`src/rtl/pipe_pkg.sv`:
```
`timescale 1ns/1ps
// -----------------------------------------------------------------------------
// pipe_pkg
// Shared definitions for the pipeline skid stage and its users.
//   skid_state_t : occupancy state of a skid stage (EMPTY, ONE, FULL).
//   RV_NOP       : RISC-V canonical NOP (addi x0,x0,0), the usual bubble payload.
// -----------------------------------------------------------------------------
package pipe_pkg;

  typedef enum logic [1:0] {
    EMPTY = 2'd0,
    ONE   = 2'd1,
    FULL  = 2'd2
  } skid_state_t;

  localparam logic [31:0] RV_NOP = 32'h00000013;

endpackage

```
`src/rtl/pipe_skid_stage.sv`:
```
`timescale 1ns/1ps
// -----------------------------------------------------------------------------
// pipe_skid_stage
// Registered valid/ready pipeline stage with optional 2-entry skid buffer.
//
// Build option (macro PIPE_SKID_STAGE_SKID_EN):
//   defined   : 2-entry skid stage; in_ready comes straight from a register,
//               so there is no out_ready -> in_ready combinational path.
//   undefined : single register; in_ready = !out_valid | out_ready (comb).
//
// Parameters:
//   WIDTH     : payload width in bits (>= 1).
//   NOP_VALUE : payload stored instead of in_data when in_nop is set on push.
//
// Ports:
//   clk       in   clock, rising edge
//   reset     in   asynchronous active-high reset (empties the stage)
//   flush     in   synchronous kill of all held entries
//   in_valid  in   producer offers in_data
//   in_ready  out  stage accepts this cycle
//   in_nop    in   store NOP_VALUE instead of in_data
//   in_data   in   producer payload [WIDTH]
//   out_valid out  out_data holds a valid entry
//   out_ready in   consumer takes out_data this cycle
//   out_data  out  oldest held payload, registered [WIDTH]
//   level     out  number of held entries (0..2)
// -----------------------------------------------------------------------------
module pipe_skid_stage #(
  parameter int               WIDTH     = 160,
  parameter logic [WIDTH-1:0] NOP_VALUE = '0
) (
  input  logic             clk,
  input  logic             reset,
  input  logic             flush,
  input  logic             in_valid,
  output logic             in_ready,
  input  logic             in_nop,
  input  logic [WIDTH-1:0] in_data,
  output logic             out_valid,
  input  logic             out_ready,
  output logic [WIDTH-1:0] out_data,
  output logic [1:0]       level
);
  import pipe_pkg::*;

  skid_state_t      state_r;
  logic [WIDTH-1:0] main_r;      // oldest entry, drives out_data
  logic             out_valid_r;
  logic [1:0]       level_r;
  logic             push_s;
  logic             pop_s;
  logic [WIDTH-1:0] payload_s;

`ifdef PIPE_SKID_STAGE_SKID_EN
  logic [WIDTH-1:0] skid_r;      // second entry, only used in FULL
  logic             in_ready_r;

  // Ready is a flop: high unless both entries are occupied.
  assign in_ready = in_ready_r;
`else
  // Single register: can accept when empty or when the held entry leaves now.
  assign in_ready = ~out_valid_r | out_ready;
`endif

  // Handshake qualifiers and bubble substitution.
  assign push_s    = in_valid & in_ready;
  assign pop_s     = out_valid_r & out_ready;
  assign payload_s = in_nop ? NOP_VALUE : in_data;

  assign out_valid = out_valid_r;
  assign out_data  = main_r;
  assign level     = level_r;

  // Occupancy FSM and data registers; reset beats flush, flush beats push/pop.
  always_ff @(posedge clk or posedge reset) begin
    if (reset) begin
      state_r     <= EMPTY;
      main_r      <= '0;
      out_valid_r <= 1'b0;
      level_r     <= 2'd0;
`ifdef PIPE_SKID_STAGE_SKID_EN
      skid_r      <= '0;
      in_ready_r  <= 1'b1;
`endif
    end else if (flush) begin
      // A pop in this cycle already handed main_r to the consumer; a push is
      // dropped simply by not capturing it.
      state_r     <= EMPTY;
      out_valid_r <= 1'b0;
      level_r     <= 2'd0;
`ifdef PIPE_SKID_STAGE_SKID_EN
      in_ready_r  <= 1'b1;
`endif
    end else begin
      case (state_r)
        EMPTY: begin
          if (push_s) begin
            main_r      <= payload_s;
            state_r     <= ONE;
            out_valid_r <= 1'b1;
            level_r     <= 2'd1;
          end
        end
        ONE: begin
          if (push_s && pop_s) begin
            // Streaming: the new entry replaces the one leaving.
            main_r <= payload_s;
          end else if (push_s) begin
`ifdef PIPE_SKID_STAGE_SKID_EN
            // Consumer stalled: park the new entry behind the oldest one.
            skid_r     <= payload_s;
            state_r    <= FULL;
            level_r    <= 2'd2;
            in_ready_r <= 1'b0;
`else
            // Unreachable: in_ready equals out_ready while holding an entry.
            state_r    <= ONE;
`endif
          end else if (pop_s) begin
            state_r     <= EMPTY;
            out_valid_r <= 1'b0;
            level_r     <= 2'd0;
          end
        end
`ifdef PIPE_SKID_STAGE_SKID_EN
        FULL: begin
          // No push possible here (in_ready_r is low).
          if (pop_s) begin
            main_r     <= skid_r;
            state_r    <= ONE;
            level_r    <= 2'd1;
            in_ready_r <= 1'b1;
          end
        end
`endif
        default: begin
          // Illegal encoding: recover to a clean empty stage.
          state_r     <= EMPTY;
          out_valid_r <= 1'b0;
          level_r     <= 2'd0;
`ifdef PIPE_SKID_STAGE_SKID_EN
          in_ready_r  <= 1'b1;
`endif
        end
      endcase
    end
  end

endmodule

```
`config.mk`:
```
export PLATFORM = sky130hd
export DESIGN_NAME = pipe_skid_stage
export DESIGN_NICKNAME = d
export VERILOG_FILES = /design/src/rtl/pipe_pkg.sv /design/src/rtl/pipe_skid_stage.sv
export SDC_FILE = /design/constraint.sdc
export NUM_CORES = 1
export LEC_CHECK = 0
export BUFFER_PORTS_ARGS = -buffer_cell sky130_fd_sc_hd__buf_4
export CAP_MARGIN = 20
export CORE_MARGIN = 2
export CORE_UTILIZATION = 30
export DETAILED_ROUTE_END_ITERATION = 10
export PLACE_DENSITY = 0.59
export SETUP_SLACK_MARGIN = 0.02
export SYNTH_ARGS = -nofsm -noshare
export SYNTH_HDL_FRONTEND = slang
export SYNTH_SLANG_ARGS = --single-unit
```
`constraint.sdc`:
```
create_clock -name clk -period 5.2 [get_ports clk]
set_clock_uncertainty 0.05 [all_clocks]
set_input_delay 0.78 -clock clk [delete_from_list [all_inputs] [get_ports clk]]
set_output_delay 0.78 -clock clk [all_outputs]
set_load 0.05 [all_outputs]
```
==> results of run 1 <==
-- state kept, by name (all words and copies together) (netlist names) --
signal	count
out_data	160
out_valid	1
state_r	1
-- placed cells by master (no fill, tap or decap), drive strengths merged --
cell type,count
conb,1
dfrtp,162
nor2b,161
clkinv,2
clkbuf,18
buf,335
a21oi,3
nand2b,2
or2,1
inv,10
nor2,1
mux2,160
nand2,2
nor3,2
clkinvlp,3
-- synth_stat cells --
library cell	n	area (µm²)
nor2b_1	161	1010
mux2_2	70	788
mux2_1	90	1010
inv_1	1	3.75
a21oi_1	2	10.0
buf_2	7	35.0
nor3_1	2	10.0
nand2b_1	2	12.5
buf_6	11	124
clkbuf_1	16	60.1
or2_1	1	6.26
dfrtp_1	162	4050
nand2_1	2	7.51
nor2_1	1	3.75
conb_1	1	3.75
a21oi_2	1	8.76
buf_4	2	15.0
-- layout make-up --
type	instances	area (µm²)
fillers	2228	13000
repair buffers	335	2550
flip-flops and latches	162	4050
clock buffers	18	439
clock inverters	14	136
inverters	1	7.51
multi-input cells	333	2880
well taps	319	399
-- kinds of logic after synthesis --
logic type	Yosys count	share of synthesized area, %
AO/OA/AOI/OAI	3	0.262
buffers and inverters	37	3.32
flip-flops	162	56.6
multiplexers	160	25.2
other	1	0.0524
AND/OR/NAND/NOR	169	14.6
-- path summary, 6_finish.rpt --
| path | from | endpoint | slack, ps | cells after the start |
|---|---|---|---|---|
| worst max register to register | out_valid$_DFFE_PP0P_ | out_data[125]$_DFFE_PP0P_ | 2650 | 4 |
| max in group asynchronous | reset | out_data[72]$_DFFE_PP0P_ | 3970 | 3 |
| worst min register to register | out_data[95]$_DFFE_PP0P_ | out_data[95]$_DFFE_PP0P_ | 430 | 1 |
| worst min-delay path | out_data[95]$_DFFE_PP0P_ | out_data[95]$_DFFE_PP0P_ | 430 | 1 |
| worst max-delay path | out_valid$_DFFE_PP0P_ | out_data[125]$_DFFE_PP0P_ | 2650 | 4 |
| min in group asynchronous | reset | out_data[41]$_DFFE_PP0P_ | 520 | 3 |
-- through the flow --
| step | worst slack [ps] | area (µm²) |
|---|---|---|
| 5_1_grt | 2490 | 10500 |
| 3_3_place_gp | 2220 | 9890 |
| 6_report | 2650 | 10500 |
| 3_5_place_dp | 2230 | 9890 |
| 4_1_cts | 2590 | 10500 |
| 2_1_floorplan | 2310 | 7170 |
-- power groups by stage --
stage                     logic [W]  clock network, W  registers, W
after floorplan            0.000317                 0       0.00249
after global routing        0.00183           0.00134       0.00166
final                       0.00175           0.00124       0.00162
after global placement      0.00176                 0       0.00164
after CTS                   0.00177           0.00129       0.00163
after detailed placement    0.00177                 0       0.00165
-- critical path, stage by stage (launching register included) --
cell and delay, ps:
dfrtp_1 450, or2_1 270, a21oi_4 800, buf_4 470, mux2_2 380
-- layer usage --
| metal | global-route usage, % | share of wire, % |
|---|---|---|
| met1 | 17.6 | 40 |
| met2 | 23.3 | 46 |
| met3 | 8.00 | 13 |
| met4 | 4.42 | 1.4 |
| met5 | 0 | 0 |
==> impl_metrics.yaml, run 1 <==
run_status:
  status: "complete, no violations"
global_route:
  grt_max_degree: 85
  grt_pass1_wl_um: 28700
  gr-total-overflow: 0
  antenna_found_initial: 0
  grt_pass1_vias: 5204
  grt_usage_pct: 14.9
floorplan:
  io_pins: 330
  dieArea_mm2: 0.0251
  initial_utilization_pct: 30.5
  die_width_um: 159
  rows: 56
  core_mm2: 0.0235
  die-height_um: 159
logic_synthesis:
  syn-num-nets: 698
  yosysSeqAreaShare_pct: 56.6
  synthCells: 532
  synth_area_per_cell_um2: 13.5
  ys_types: 17
  synth-seq-cells: 162
  yosys_warnings: 0
  syn_area_mm2: 0.00716
power_and_ir_drop:
  p_switching_w: 0.00187
  combPwrFrac_pct: 37.9
  pwr-share-seq_pct: 35.2
  leakage_nw: 5.22
  internal-power_w: 0.00274
  total_power_w: 0.00461
  clockPowerShare_pct: 26.9
  ir_drop_v: 0.000188
  sw_frac_of_total_pct: 40.6
  power.density_mw_per_mm2: 440
sta:
  finalSetupTns_ps: 0
  tightest_slew_ps: 1020
  finalHoldViolations: 0
  drv_slew: 0
  whs_ps: 434
  clock.fmax_mhz: 392
  relSlewSlack_pct: 32.1
  fin_crit_sh_pct: 49.1
  period_needed_ps: 2550
  rsz0062_at_grt: "false"
  setup-violations-final: 0
clock_tree:
  root_buffer: "clkbuf_16"
  htreeDepth: 4
  clkLatencyLatePin_ps: 410
  cts_setup_buffers: 0
  cts_sinks: 162
  cts_resized: 0
  clk_path_buf_depth: 2
  ctsHoldBuffers: 0
  cts_made_buffers: 17
  path_clk_slew_ps: 70
  cts_tree: "built"
final_layout:
  finish.utilization_pct: 44.6
  drive_gt1_share_pct: 50.9
  diodes: 0
  syn_to_final_growth_pct: 46.1
  nets: 1016
  fin_cells: 1182
drt:
  drtIter0Drc: 159
  drt-total-wl_um: 18900
  num_vias: 5108
  avgViaCountPerCell: 4.32
  drcViolationCount: 0
  ant_nets: 0
  routedWlPerCell_um: 16.0
  first_pass_iters: 4
critical_path:
  crit_type: "register to register"
  cp.arrival_ps: 2800
  crit_fanout: 27
  critPathCaptureType: "register"
  cp-start-kind: "register"
  cp_data_required_time_ps: 5450
place:
  place_hpwl_um: 13400
  portBuffers: 328
  placed_cells: 1150
  finalWeightedCongestion: 0.725
min_path:
  hp-class: "register to register"
flow_run:
  maxCapViolCount: 0
Note: power is estimated with default switching activity, not from simulation.
==> run 2, diff against run 1 <==
--- a/config.mk
+++ b/config.mk
@@ -10,7 +10,7 @@
 export CORE_MARGIN = 2
 export CORE_UTILIZATION = 30
 export DETAILED_ROUTE_END_ITERATION = 10
-export PLACE_DENSITY = 0.59
+export PLACE_DENSITY = 0.57
 export SETUP_SLACK_MARGIN = 0.02
 export SYNTH_ARGS = -nofsm -noshare
 export SYNTH_HDL_FRONTEND = slang
==> constraint.sdc (replaced) <==
create_clock -name clk -period 2.4 [get_ports clk]
set_clock_uncertainty 0.05 [all_clocks]
set_input_delay 0.36 -clock clk [delete_from_list [all_inputs] [get_ports clk]]
set_output_delay 0.36 -clock clk [all_outputs]
set_load 0.05 [all_outputs]
==> run 2 against run 1 <==
  * Register-to-register slack got worse by 2300 ps
  * Via count decreased by 0.29%
  * Critical path depth unchanged
  * Power increased by 120%
  * Non-clock buffer count increased by 1
  * Highest routed layer unchanged
  * Clock-buffer cell count unchanged
  * Routed wire length decreased by 2.8%
  * First-iteration DRC count increased by 13%
  * Largest cell class unchanged
  * Worst setup slack got worse by 2300 ps
  * Die area unchanged
  * Final area increased by 0.42%
==> impl_metrics.yaml, run 2 (synthesis gave the netlist of run 1 again) <==
drt:
  routedWlPerCell_um: 15.5
  drcViolationCount: 0
  drt-total-wl_um: 18300
  ant_nets: 0
  avgViaCountPerCell: 4.31
  num_vias: 5093
  drtIter0Drc: 179
  first_pass_iters: 4
place:
  finalWeightedCongestion: 0.706
  portBuffers: 328
  pre_cts_ws_ps: 429
  postPlaceCellArea_mm2: 0.00994
  place_hpwl_um: 12700
floorplan:
  dieArea_mm2: 0.0251
  die-height_um: 159
  die_width_um: 159
  rows: 56
  io_pins: 330
  initial_utilization_pct: 30.5
  core_mm2: 0.0235
critical_path:
  cp.arrival_ps: 2250
  crit_slowest_cell: "dfrtp_1"
  slowest_delay_ps: 450
  crit_type: "register to register"
  cp-start-kind: "register"
  cp_data_required_time_ps: 2650
  crit_path_cell_trace: "or2_1 -> a21oi_4 -> buf_12 -> mux2_2"
  critPathCaptureType: "register"
  crit_fanout: 86
final_layout:
  diodes: 0
  mostFrequentLayoutCells: "buf_4 (330), dfrtp_1 (162), nor2b_1 (161), mux2_1 (90), mux2_2 (70)"
  final_cell_area_mm2: 0.0105
  seq_area_mm2: 0.00405
  syn_to_final_growth_pct: 46.7
  fill_cells: 2192
  layout_commonest_cell: "buf_4"
  nets: 1017
  multiInputGateArea_mm2: 0.00288
  drive_gt1_share_pct: 50.8
  largest_register_ffs: 160
sta:
  drv_slew: 0
  fin_crit_sh_pct: 83.6
  whs_ps: 19.8
  relSlewSlack_pct: 64.8
  finalSetupTns_ps: 0
  setup-violations-final: 0
  rsz0062_at_grt: "false"
  period_needed_ps: 2010
  finalWorstSetupSlack_ps: 394
  tightest_slew_ps: 527
  finalHoldViolations: 0
  clock.fmax_mhz: 499
clock_tree:
  path_clk_slew_ps: 70
  htreeDepth: 4
  cts_setup_buffers: 0
  cts_made_buffers: 17
  clk_path_buf_depth: 2
  clkLatencyLatePin_ps: 420
  ctsHoldBuffers: 0
  root_buffer: "clkbuf_16"
  cts_tree: "built"
  cts_resized: 0
  cts_sinks: 162
run_status:
  status: "complete, no violations"
global_route:
  grt_pass1_vias: 5090
  gr-total-overflow: 0
  grt_pass1_wl_um: 27500
  antenna_found_initial: 0
  grt_usage_pct: 14.2
  grt_max_degree: 90
min_path:
  hp-class: "input port to async pin"
power_and_ir_drop:
  ir_drop_v: 0.000401
  leakage_nw: 5.24
  power.density_mw_per_mm2: 952
flow_run:
  maxCapViolCount: 0
[run 2: cell types whose count changed in the layout (fill, tap and decap cells not counted)]
cell	delta
buf_12	+3
buf_4	-2
bufinv_16	+1
clkbuf_1	+1
clkbuf_8	-1
clkinv_4	+3
clkinv_8	-1
inv_6	-1
inv_8	-2
[run 2: report_power, final]
group / switching (W) / internal [W] / total, W
clock network: 0.00123 / 0.00147 / 0.00269
logic: 0.00251 / 0.00128 / 0.00379
registers: 0.000269 / 0.00325 / 0.00352
[run 2: path summary, 6_finish.rpt]
check | depth (start not counted) | slack [ps] | to | from
worst max-delay path | 4 | 390 | out_data[61]$_DFFE_PP0P_ | out_valid$_DFFE_PP0P_
worst min-delay path | 3 | 20 | out_data[152]$_DFFE_PP0P_ | reset
worst max register to register | 4 | 390 | out_data[61]$_DFFE_PP0P_ | out_valid$_DFFE_PP0P_
worst min register to register | 1 | 440 | out_data[108]$_DFFE_PP0P_ | out_data[108]$_DFFE_PP0P_
max in group asynchronous | 3 | 1830 | out_data[44]$_DFFE_PP0P_ | reset
min in group clk | 2 | 60 | out_valid$_DFFE_PP0P_ | flush
[run 2: metrics by stage]
| stage | utilization, % | total power, W | cells |
|---|---|---|---|
| floorplan | - | 0.00608 | 532 |
| CTS | 44.8 | 0.0102 | 1183 |
| global placement | 42.3 | 0.00738 | 1151 |
| global route | 44.8 | 0.0105 | 1183 |
| detailed placement | 42.3 | 0.00740 | 1151 |
| finish | 44.8 | 0.0100 | 1183 |
[run 2: critical path: cells and delay by family (launching register included)]
kind | cells | cell delay [ps]
buf+inv | 1 | 380
mux | 1 | 400
simple gates | 1 | 270
compound gates | 1 | 220
flops | 1 | 450
[run 2: layout make-up]
cell class	count	area share [%]
Sequential cell	162	38.6
Timing Repair Buffer	336	24.7
Multi-Input combinational cell	333	27.4
Clock buffer	18	4.08
Tap cell	319	3.80
Clock inverter	14	1.38
Inverter	1	0.0714
[run 2: metal layers]
| layer | vias to the layer above | routed length [µm] | share of wire, % | global-route usage (%) |
|---|---|---|---|---|
| met1 | 2458 | 7700 | 42 | 17.5 |
| met4 | 0 | 335 | 1.8 | 4.98 |
| met5 | - | 0 | 0 | 0 |
| met3 | 20 | 2090 | 11 | 7.21 |
| li1 | 2403 | - | - | - |
| met2 | 212 | 8220 | 45 | 21.6 |
